**config.mk**
```make
export PLATFORM = sky130hd
export DESIGN_NAME = fetch_stage
export DESIGN_NICKNAME = d
export VERILOG_FILES = /design/src/rtl/fetch_stage_pkg.sv /design/src/rtl/fetch_stage.sv
export SDC_FILE = /design/constraint.sdc
export NUM_CORES = 1
export LEC_CHECK = 0
export ABC_AREA = 1
export BUFFER_PORTS_ARGS = -buffer_cell sky130_fd_sc_hd__buf_4
export CORE_AREA = 2 2 162 164
export CTS_CLUSTER_DIAMETER = 40
export CTS_CLUSTER_SIZE = 25
export DETAILED_ROUTE_END_ITERATION = 10
export DIE_AREA = 0 0 164 166
export PLACE_DENSITY_LB_ADDON = 0.05
export REMOVE_ABC_BUFFERS = 1
export SETUP_SLACK_MARGIN = 0.3
export SYNTH_ARGS = -nofsm -noshare
export SYNTH_HDL_FRONTEND = slang
export SYNTH_SLANG_ARGS = --single-unit
```
**constraint.sdc**
```tcl
create_clock -name clk_i -period 3.8 [get_ports clk_i]
set_input_delay 0.76 -clock clk_i [delete_from_list [all_inputs] [get_ports clk_i]]
set_output_delay 0.76 -clock clk_i [all_outputs]
set_load 0.05 [all_outputs]
```
**src/rtl/fetch_stage_pkg.sv**
```systemverilog
// Shared types and constants for the fetch stage.
//
// Contents:
//   XLEN          - PC / instruction-address width.
//   PC_RESET      - default PC loaded on reset.
//   NOP_INSTR     - canonical NOP (addi x0, x0, 0), returned with a misaligned-fetch exception.
//   fetch_state_t - fetch FSM state encoding.
//   fetch_data_t  - bundle handed from fetch to decode.
//   pc_incr()     - sequential next-PC, modulo 2^XLEN.
package fetch_stage_pkg;

  localparam int unsigned XLEN      = 64;
  localparam logic [63:0] PC_RESET  = 64'h0000_0000_8000_0000;
  localparam logic [31:0] NOP_INSTR = 32'h0000_0013;

  typedef enum logic [1:0] {
    StReq,   // presenting a request to the instruction bus
    StWait,  // address accepted, waiting for read data
    StOut    // holding a bundle for decode
  } fetch_state_t;

  typedef struct packed {
    logic            valid;
    logic [XLEN-1:0] pc;
    logic [31:0]     raw_instr;
  } fetch_data_t;

  // Plain truncating add: the top word address wraps to zero.
  function automatic logic [XLEN-1:0] pc_incr(input logic [XLEN-1:0] pc);
    return pc + XLEN'(4);
  endfunction

endpackage

```
**src/rtl/fetch_stage.sv**
```systemverilog
// Front-end fetch stage. Owns the PC, issues one instruction-bus request at a time and hands
// each returned word to decode as a valid/pc/instr bundle. Redirects from later stages
// override everything; a response belonging to a request issued before a redirect is dropped.
//
// Optional feature (macro FETCH_MISALIGN_EN): a request address with bits [1:0] != 0 is not
// issued; instead a bundle with out_exc_o=1 and a NOP instruction is produced. With the macro
// undefined out_exc_o is tied low and every address is issued unchecked.
//
// Ports:
//   clk_i, rst_ni        clock, asynchronous active-low reset
//   ireq_valid_o/addr_o  instruction-bus request
//   iresp_addr_ok_i      bus accepted the presented address this cycle
//   iresp_data_ok_i      read data valid this cycle (iresp_data_i)
//   out_valid_o/pc_o/instr_o/exc_o  bundle to decode, held while out_ready_i is low
//   out_ready_i          decode takes the bundle this cycle
//   redirect_valid_i/pc_i  single-cycle redirect pulse and target
module fetch_stage
  import fetch_stage_pkg::*;
#(
  parameter logic [XLEN-1:0] PcReset = PC_RESET
) (
  input  logic            clk_i,
  input  logic            rst_ni,

  output logic            ireq_valid_o,
  output logic [XLEN-1:0] ireq_addr_o,
  input  logic            iresp_addr_ok_i,
  input  logic            iresp_data_ok_i,
  input  logic [31:0]     iresp_data_i,

  output logic            out_valid_o,
  output logic [XLEN-1:0] out_pc_o,
  output logic [31:0]     out_instr_o,
  output logic            out_exc_o,
  input  logic            out_ready_i,

  input  logic            redirect_valid_i,
  input  logic [XLEN-1:0] redirect_pc_i
);

  fetch_state_t    state_q, state_d;
  logic [XLEN-1:0] pc_q, pc_d;
  // Address presented on the bus. Differs from pc_q only while a killed request is still
  // waiting for address acceptance and must be held stable.
  logic [XLEN-1:0] req_addr_q, req_addr_d;
  // Set when the outstanding (or still-presented) request is wrong-path; its response is dropped.
  logic            kill_q, kill_d;
  fetch_data_t     out_q, out_d;

  logic            out_load;  // capture a new bundle this cycle
  logic            out_clr;   // bundle consumed or flushed
  logic            misalign;  // current request address must not go to the bus

`ifdef FETCH_MISALIGN_EN
  // While kill_q is set the presented address is an older, already-checked one.
  assign misalign = (req_addr_q[1:0] != 2'b00) && !kill_q;
`else
  assign misalign = 1'b0;
`endif

  // ---------------------------------------------------------------------------------------------
  // Next-state logic
  // ---------------------------------------------------------------------------------------------
  always_comb begin
    state_d    = state_q;
    pc_d       = pc_q;
    req_addr_d = req_addr_q;
    kill_d     = kill_q;
    out_load   = 1'b0;
    out_clr    = 1'b0;

    unique case (state_q)
      StReq: begin
        if (misalign) begin
          // Nothing on the bus, so a redirect simply retargets with no kill.
          if (redirect_valid_i) begin
            pc_d       = redirect_pc_i;
            req_addr_d = redirect_pc_i;
          end else begin
            out_load = 1'b1;
            state_d  = StOut;
          end
        end else if (iresp_addr_ok_i) begin
          if (iresp_data_ok_i) begin
            if (redirect_valid_i) begin
              // Zero-latency response on the wrong path: drop it and restart at the target.
              pc_d       = redirect_pc_i;
              req_addr_d = redirect_pc_i;
              kill_d     = 1'b0;
            end else if (kill_q) begin
              req_addr_d = pc_q;
              kill_d     = 1'b0;
            end else begin
              out_load = 1'b1;
              state_d  = StOut;
            end
          end else begin
            state_d = StWait;
            if (redirect_valid_i) begin
              kill_d     = 1'b1;
              pc_d       = redirect_pc_i;
              req_addr_d = redirect_pc_i;
            end
          end
        end else if (redirect_valid_i) begin
          // Request not yet accepted: the bus address must stay put, so only pc moves.
          kill_d = 1'b1;
          pc_d   = redirect_pc_i;
        end
      end

      StWait: begin
        if (iresp_data_ok_i) begin
          if (redirect_valid_i) begin
            pc_d       = redirect_pc_i;
            req_addr_d = redirect_pc_i;
            kill_d     = 1'b0;
            state_d    = StReq;
          end else if (kill_q) begin
            req_addr_d = pc_q;
            kill_d     = 1'b0;
            state_d    = StReq;
          end else begin
            out_load = 1'b1;
            state_d  = StOut;
          end
        end else if (redirect_valid_i) begin
          // A repeated redirect only retargets; still exactly one response to drop.
          kill_d     = 1'b1;
          pc_d       = redirect_pc_i;
          req_addr_d = redirect_pc_i;
        end
      end

      StOut: begin
        if (redirect_valid_i) begin
          // Decode is flushed by the same redirect, so a coincident out_ready is ignored.
          out_clr    = 1'b1;
          pc_d       = redirect_pc_i;
          req_addr_d = redirect_pc_i;
          state_d    = StReq;
        end else if (out_ready_i) begin
          out_clr    = 1'b1;
          pc_d       = pc_incr(pc_q);
          req_addr_d = pc_incr(pc_q);
          state_d    = StReq;
        end
      end

      default: begin
        state_d = StReq;
      end
    endcase
  end

  // Output bundle: loaded on capture, valid dropped on accept/flush, payload otherwise held.
  always_comb begin
    out_d = out_q;
    if (out_load) begin
      out_d.valid     = 1'b1;
      out_d.pc        = req_addr_q;
      out_d.raw_instr = misalign ? NOP_INSTR : iresp_data_i;
    end else if (out_clr) begin
      out_d.valid = 1'b0;
    end
  end

  // ---------------------------------------------------------------------------------------------
  // State registers
  // ---------------------------------------------------------------------------------------------
  always_ff @(posedge clk_i or negedge rst_ni) begin
    if (!rst_ni) begin
      state_q    <= StReq;
      pc_q       <= PcReset;
      req_addr_q <= PcReset;
      kill_q     <= 1'b0;
      out_q      <= '0;
    end else begin
      state_q    <= state_d;
      pc_q       <= pc_d;
      req_addr_q <= req_addr_d;
      kill_q     <= kill_d;
      out_q      <= out_d;
    end
  end

`ifdef FETCH_MISALIGN_EN
  logic exc_q, exc_d;

  always_comb begin
    exc_d = exc_q;
    if (out_load) begin
      exc_d = misalign;
    end else if (out_clr) begin
      exc_d = 1'b0;
    end
  end

  always_ff @(posedge clk_i or negedge rst_ni) begin
    if (!rst_ni) begin
      exc_q <= 1'b0;
    end else begin
      exc_q <= exc_d;
    end
  end

  assign out_exc_o = exc_q;
`else
  assign out_exc_o = 1'b0;
`endif

  // ---------------------------------------------------------------------------------------------
  // Outputs
  // ---------------------------------------------------------------------------------------------
  // Gated by reset so no request is presented while the stage is held in reset.
  assign ireq_valid_o = rst_ni && (state_q == StReq) && !misalign;
  assign ireq_addr_o  = req_addr_q;

  assign out_valid_o = out_q.valid;
  assign out_pc_o    = out_q.pc;
  assign out_instr_o = out_q.raw_instr;

endmodule

```
==> run_results.csv <==
group,metric,value,unit
run_status,run_status,"complete, no violations",
finish,layout_commonest_cell,"nor2_1",
setup_path,critical_path.slowest_cell,"buf_4",
route,postRouteWirelength,37400,um
logic_synthesis,synthesized_area_fraction_occupied_by_adder_cells,0.000998,
clock_network,root_buffer,"clkbuf_16",
finish,nFillCells,2347,
route,drt-initial-drc-count,919,
floorplanning,floorplan.initialDensity,0.489,
logic_synthesis,synth_seq_area_share,0.455,
route,detail_route.wl_per_cell,16.8,um
logic_synthesis,synthesis.instances,1627,
clock_network,clockBufferDepth,3,
grt,grt_antenna_before_repair,0,
flow_run,max_cap_viol_count,0,
sta,final-setup-viol-count,0,
clock_network,worst_skew_pair.late_latency,0.53,ns
sta,hold_viol_final,0,
logic_synthesis,ys_seq_elements,228,
clock_network,path_clk_slew,0.05,ns
grt,maximum_number_of_pins_on_one_net_before_global_route_repair,119,
setup_path,timing.critical_path.from_type,"input pin",
finish,finish.net_count,1965,
floorplanning,die_width,164,um
finish,final-instance-count-excl-fill,2224,
setup_path,worstPathCellList,"buf_4, inv_2, a21oi_2, inv_2, nand2_1, nand2_2, inv_2, buf_4, nor2_1, a31oi_1",
sta,rsz0062_at_grt,"false",
clock_network,ctsHtreeMaxLevel,2,
finish,drive_above_1_share,0.237,
logic_synthesis,ys.warnings.count,0,
setup_path,crit_top_cell,"inv_2",
grt,grt_pass1_wl,59600,um
clock_network,cts_repair_resize_count,0,
sta,max_slew.worst_pin.slew,1.02,ns
setup_path,worst_path_dominant_cell_family,"buffers and inverters",
clock_network,cts.repair_timing.setup_buffer_count,0,
grt,globalRouteTotalUtil,0.272,
sta,layout_setup_ws,1.39,ns
sta,max_freq,415,MHz
logic_synthesis,synth.mux.area_fraction,0.0799,
sta,post-route-min-period,2.41,ns
setup_path,worstPathArrival,2.85,ns
floorplanning,die-area,0.0272,sq mm
finish,final_cell_mix,"436 x nor2_1, 274 x buf_4, 231 x nand2_1, 226 x dfrtp_1, 194 x a21oi_1",
place,finalWeightedCongestion,0.892,
sta,worst_case_clock_skew,0.0266,ns
sta,relSlewSlack,0.318,
finish,final_core_util,0.626,
power,max-vdd-ir-drop,0.000551,V
place,numPortBuffers,263,
clock_network,cts-hold-fix-buffers,0,
route,route.vias.total,11927,
place,post-place-cells,2157,
finish,multi_input_comb_area,0.00613,sq mm
logic_synthesis,post_synth_num_cell_types,33,
logic_synthesis,combinational_family_with_the_most_area_after_synthesis,"simple AND/OR/NAND/NOR gates",
finish,syn_to_final_growth,28.0,%
finish,seqCellArea,0.00571,sq mm
place,pre_cts_ws,0.869,ns
floorplanning,ios,265,
clock_network,clock-sinks,228,
setup_path,path_buf_inv,5,
logic_synthesis,synth_simple_gate_area_frac,0.243,
setup_path,end_kind,"register",
logic_synthesis,synth_area_per_cell,7.70,sq um
route,antenna_left,0,
setup_path,crit_fanout,43,
logic_synthesis,syn_area,0.0125,sq mm
route,detail_route.vias_per_cell,5.36,
sta,timing.final.crit_share,0.635,
power,p_per_area,784,mW/mm^2
grt,first_global_vias,11470,
setup_path,critPathMaxStageDelay,0.45,ns
finish,diodes,0,
route,number_of_remaining_drc_errors,0,
route,dr.pass1.iters,5,
setup_path,criticalPathCategory,"input pin to register",
floorplanning,coreArea,0.0256,sq mm
logic_synthesis,synth-xor-area-share,0.0217,
power,leakage,7.36,nW
floorplanning,die_y,166,um
logic_synthesis,fraction_of_the_mapped_netlist_area_in_compound_gates,0.142,
hold_path,hold_class,"input pin to async pin",
power,power.total,12.6,mW
place,dpl.hpwl,25300,um
sta,final_max_slew_viol_count,0,
setup_path,cp.required,4.23,ns
clock_network,cts_buffers,38,
grt,grt.overflow.total,0,
clock_network,cts_tree,"yes",
floorplanning,std_cell_rows,59,
[layout make-up]
type                       count  area share
inverter                      92      0.0215
tap                          335      0.0261
multi-input combinational   1224       0.382
clock inverter                21      0.0161
clock buffer                  46      0.0649
sequential                   228       0.356
timing repair buffer         278       0.133
[Yosys cell counts]
cell type / instances / area [sq um]
a21oi_1: 194 / 971
a21oi_2: 3 / 26.3
a22oi_1: 13 / 97.6
a31oi_1: 10 / 62.6
buf_1: 14 / 52.6
buf_2: 28 / 140
buf_4: 4 / 30.0
clkbuf_1: 37 / 139
conb_1: 1 / 3.75
dfrtp_1: 226 / 5660
dfstp_2: 2 / 52.6
ha_1: 1 / 12.5
inv_1: 87 / 327
inv_2: 5 / 18.8
mux2_1: 22 / 248
mux2_2: 66 / 743
mux2i_1: 1 / 10.0
nand2_1: 232 / 871
nand2_2: 14 / 87.6
nand3_1: 53 / 265
nand3b_1: 2 / 15.0
nand4_1: 7 / 43.8
nor2_1: 436 / 1640
nor2_2: 9 / 56.3
nor2_4: 3 / 33.8
nor2_8: 1 / 20.0
nor3_1: 3 / 15.0
o211ai_1: 1 / 7.51
o21ai_0: 108 / 541
o21ai_1: 2 / 10.0
o22ai_1: 11 / 68.8
xnor2_1: 13 / 114
xor2_1: 18 / 158
[stage by stage]
stage	setup TNS [ns]	area, sq um	hold slack, ns
5_1_grt	0	16000	0.212
2_1_floorplan	-270.14	12200	0.450
6_report	0	16000	0.168
3_5_place_dp	0	14700	0.474
3_3_place_gp	0	14700	0.468
4_1_cts	0	16000	0.187
[worst register-to-register path: stages, from the launching register on]
cell and delay (ns):
dfrtp_1 0.43, nand2_4 0.12, inv_1 0.25, nor2_1 0.80
inv_1 0.14, o21ai_0 0.18, nor2_1 0.07, a21oi_1 0.20
[registers in the layout, indices dropped and copies added (netlist names)]
register and flops:
out_valid_o 1, out_pc_o 64, pc_q 64, out_instr_o 32, kill_q 1, state_q 2
ireq_addr_o 64
[routing by layer]
layer,wire (um),GRT usage,part of all wire
met1,16100,0.362,0.43
met4,760,0.0782,0.020
met3,2640,0.0460,0.071
met5,0,0,0
met2,17900,0.456,0.48
[logic make-up (layout without fill, tap and decap cells)]
logic type / after synthesis / in the layout
mux: 89 / 89
buf+inv: 175 / 437
simple gates: 760 / 760
flops: 228 / 228
other cells: 1 / 1
compound gates: 342 / 342
xor+xnor: 31 / 31
fa+ha+maj: 1 / 1
[report_power, final]
part           internal [mW]  switching (mW)  total (mW)
clock                   2.19            1.29        3.48
combinational           1.63            3.63        5.26
sequential              3.22           0.603        3.83
[path summary, 6_finish.rpt]
| check | end | cells past startpoint | slack (ns) | start |
|---|---|---|---|---|
| min in group clk_i | state_q[0]$_DFFE_PN0P_ | 2 | 0.43 | iresp_data_ok_i |
| max in group asynchronous | pc_q[26]$_DFFE_PN0P_ | 2 | 2.48 | rst_ni |
| setup reg to reg | ireq_addr_o[63]$_DFFE_PN0P_ | 7 | 1.53 | state_q[1]$_DFFE_PN0P_ |
| hold reg to reg | out_pc_o[56]$_DFFE_PN0P_ | 1 | 0.49 | out_pc_o[56]$_DFFE_PN0P_ |
| hold / removal | out_instr_o[10]$_DFFE_PN0P_ | 1 | 0.17 | rst_ni |
| setup / recovery | ireq_addr_o[11]$_DFFE_PN0P_ | 10 | 1.39 | redirect_valid_i |
(Power assumes the default switching activity.)
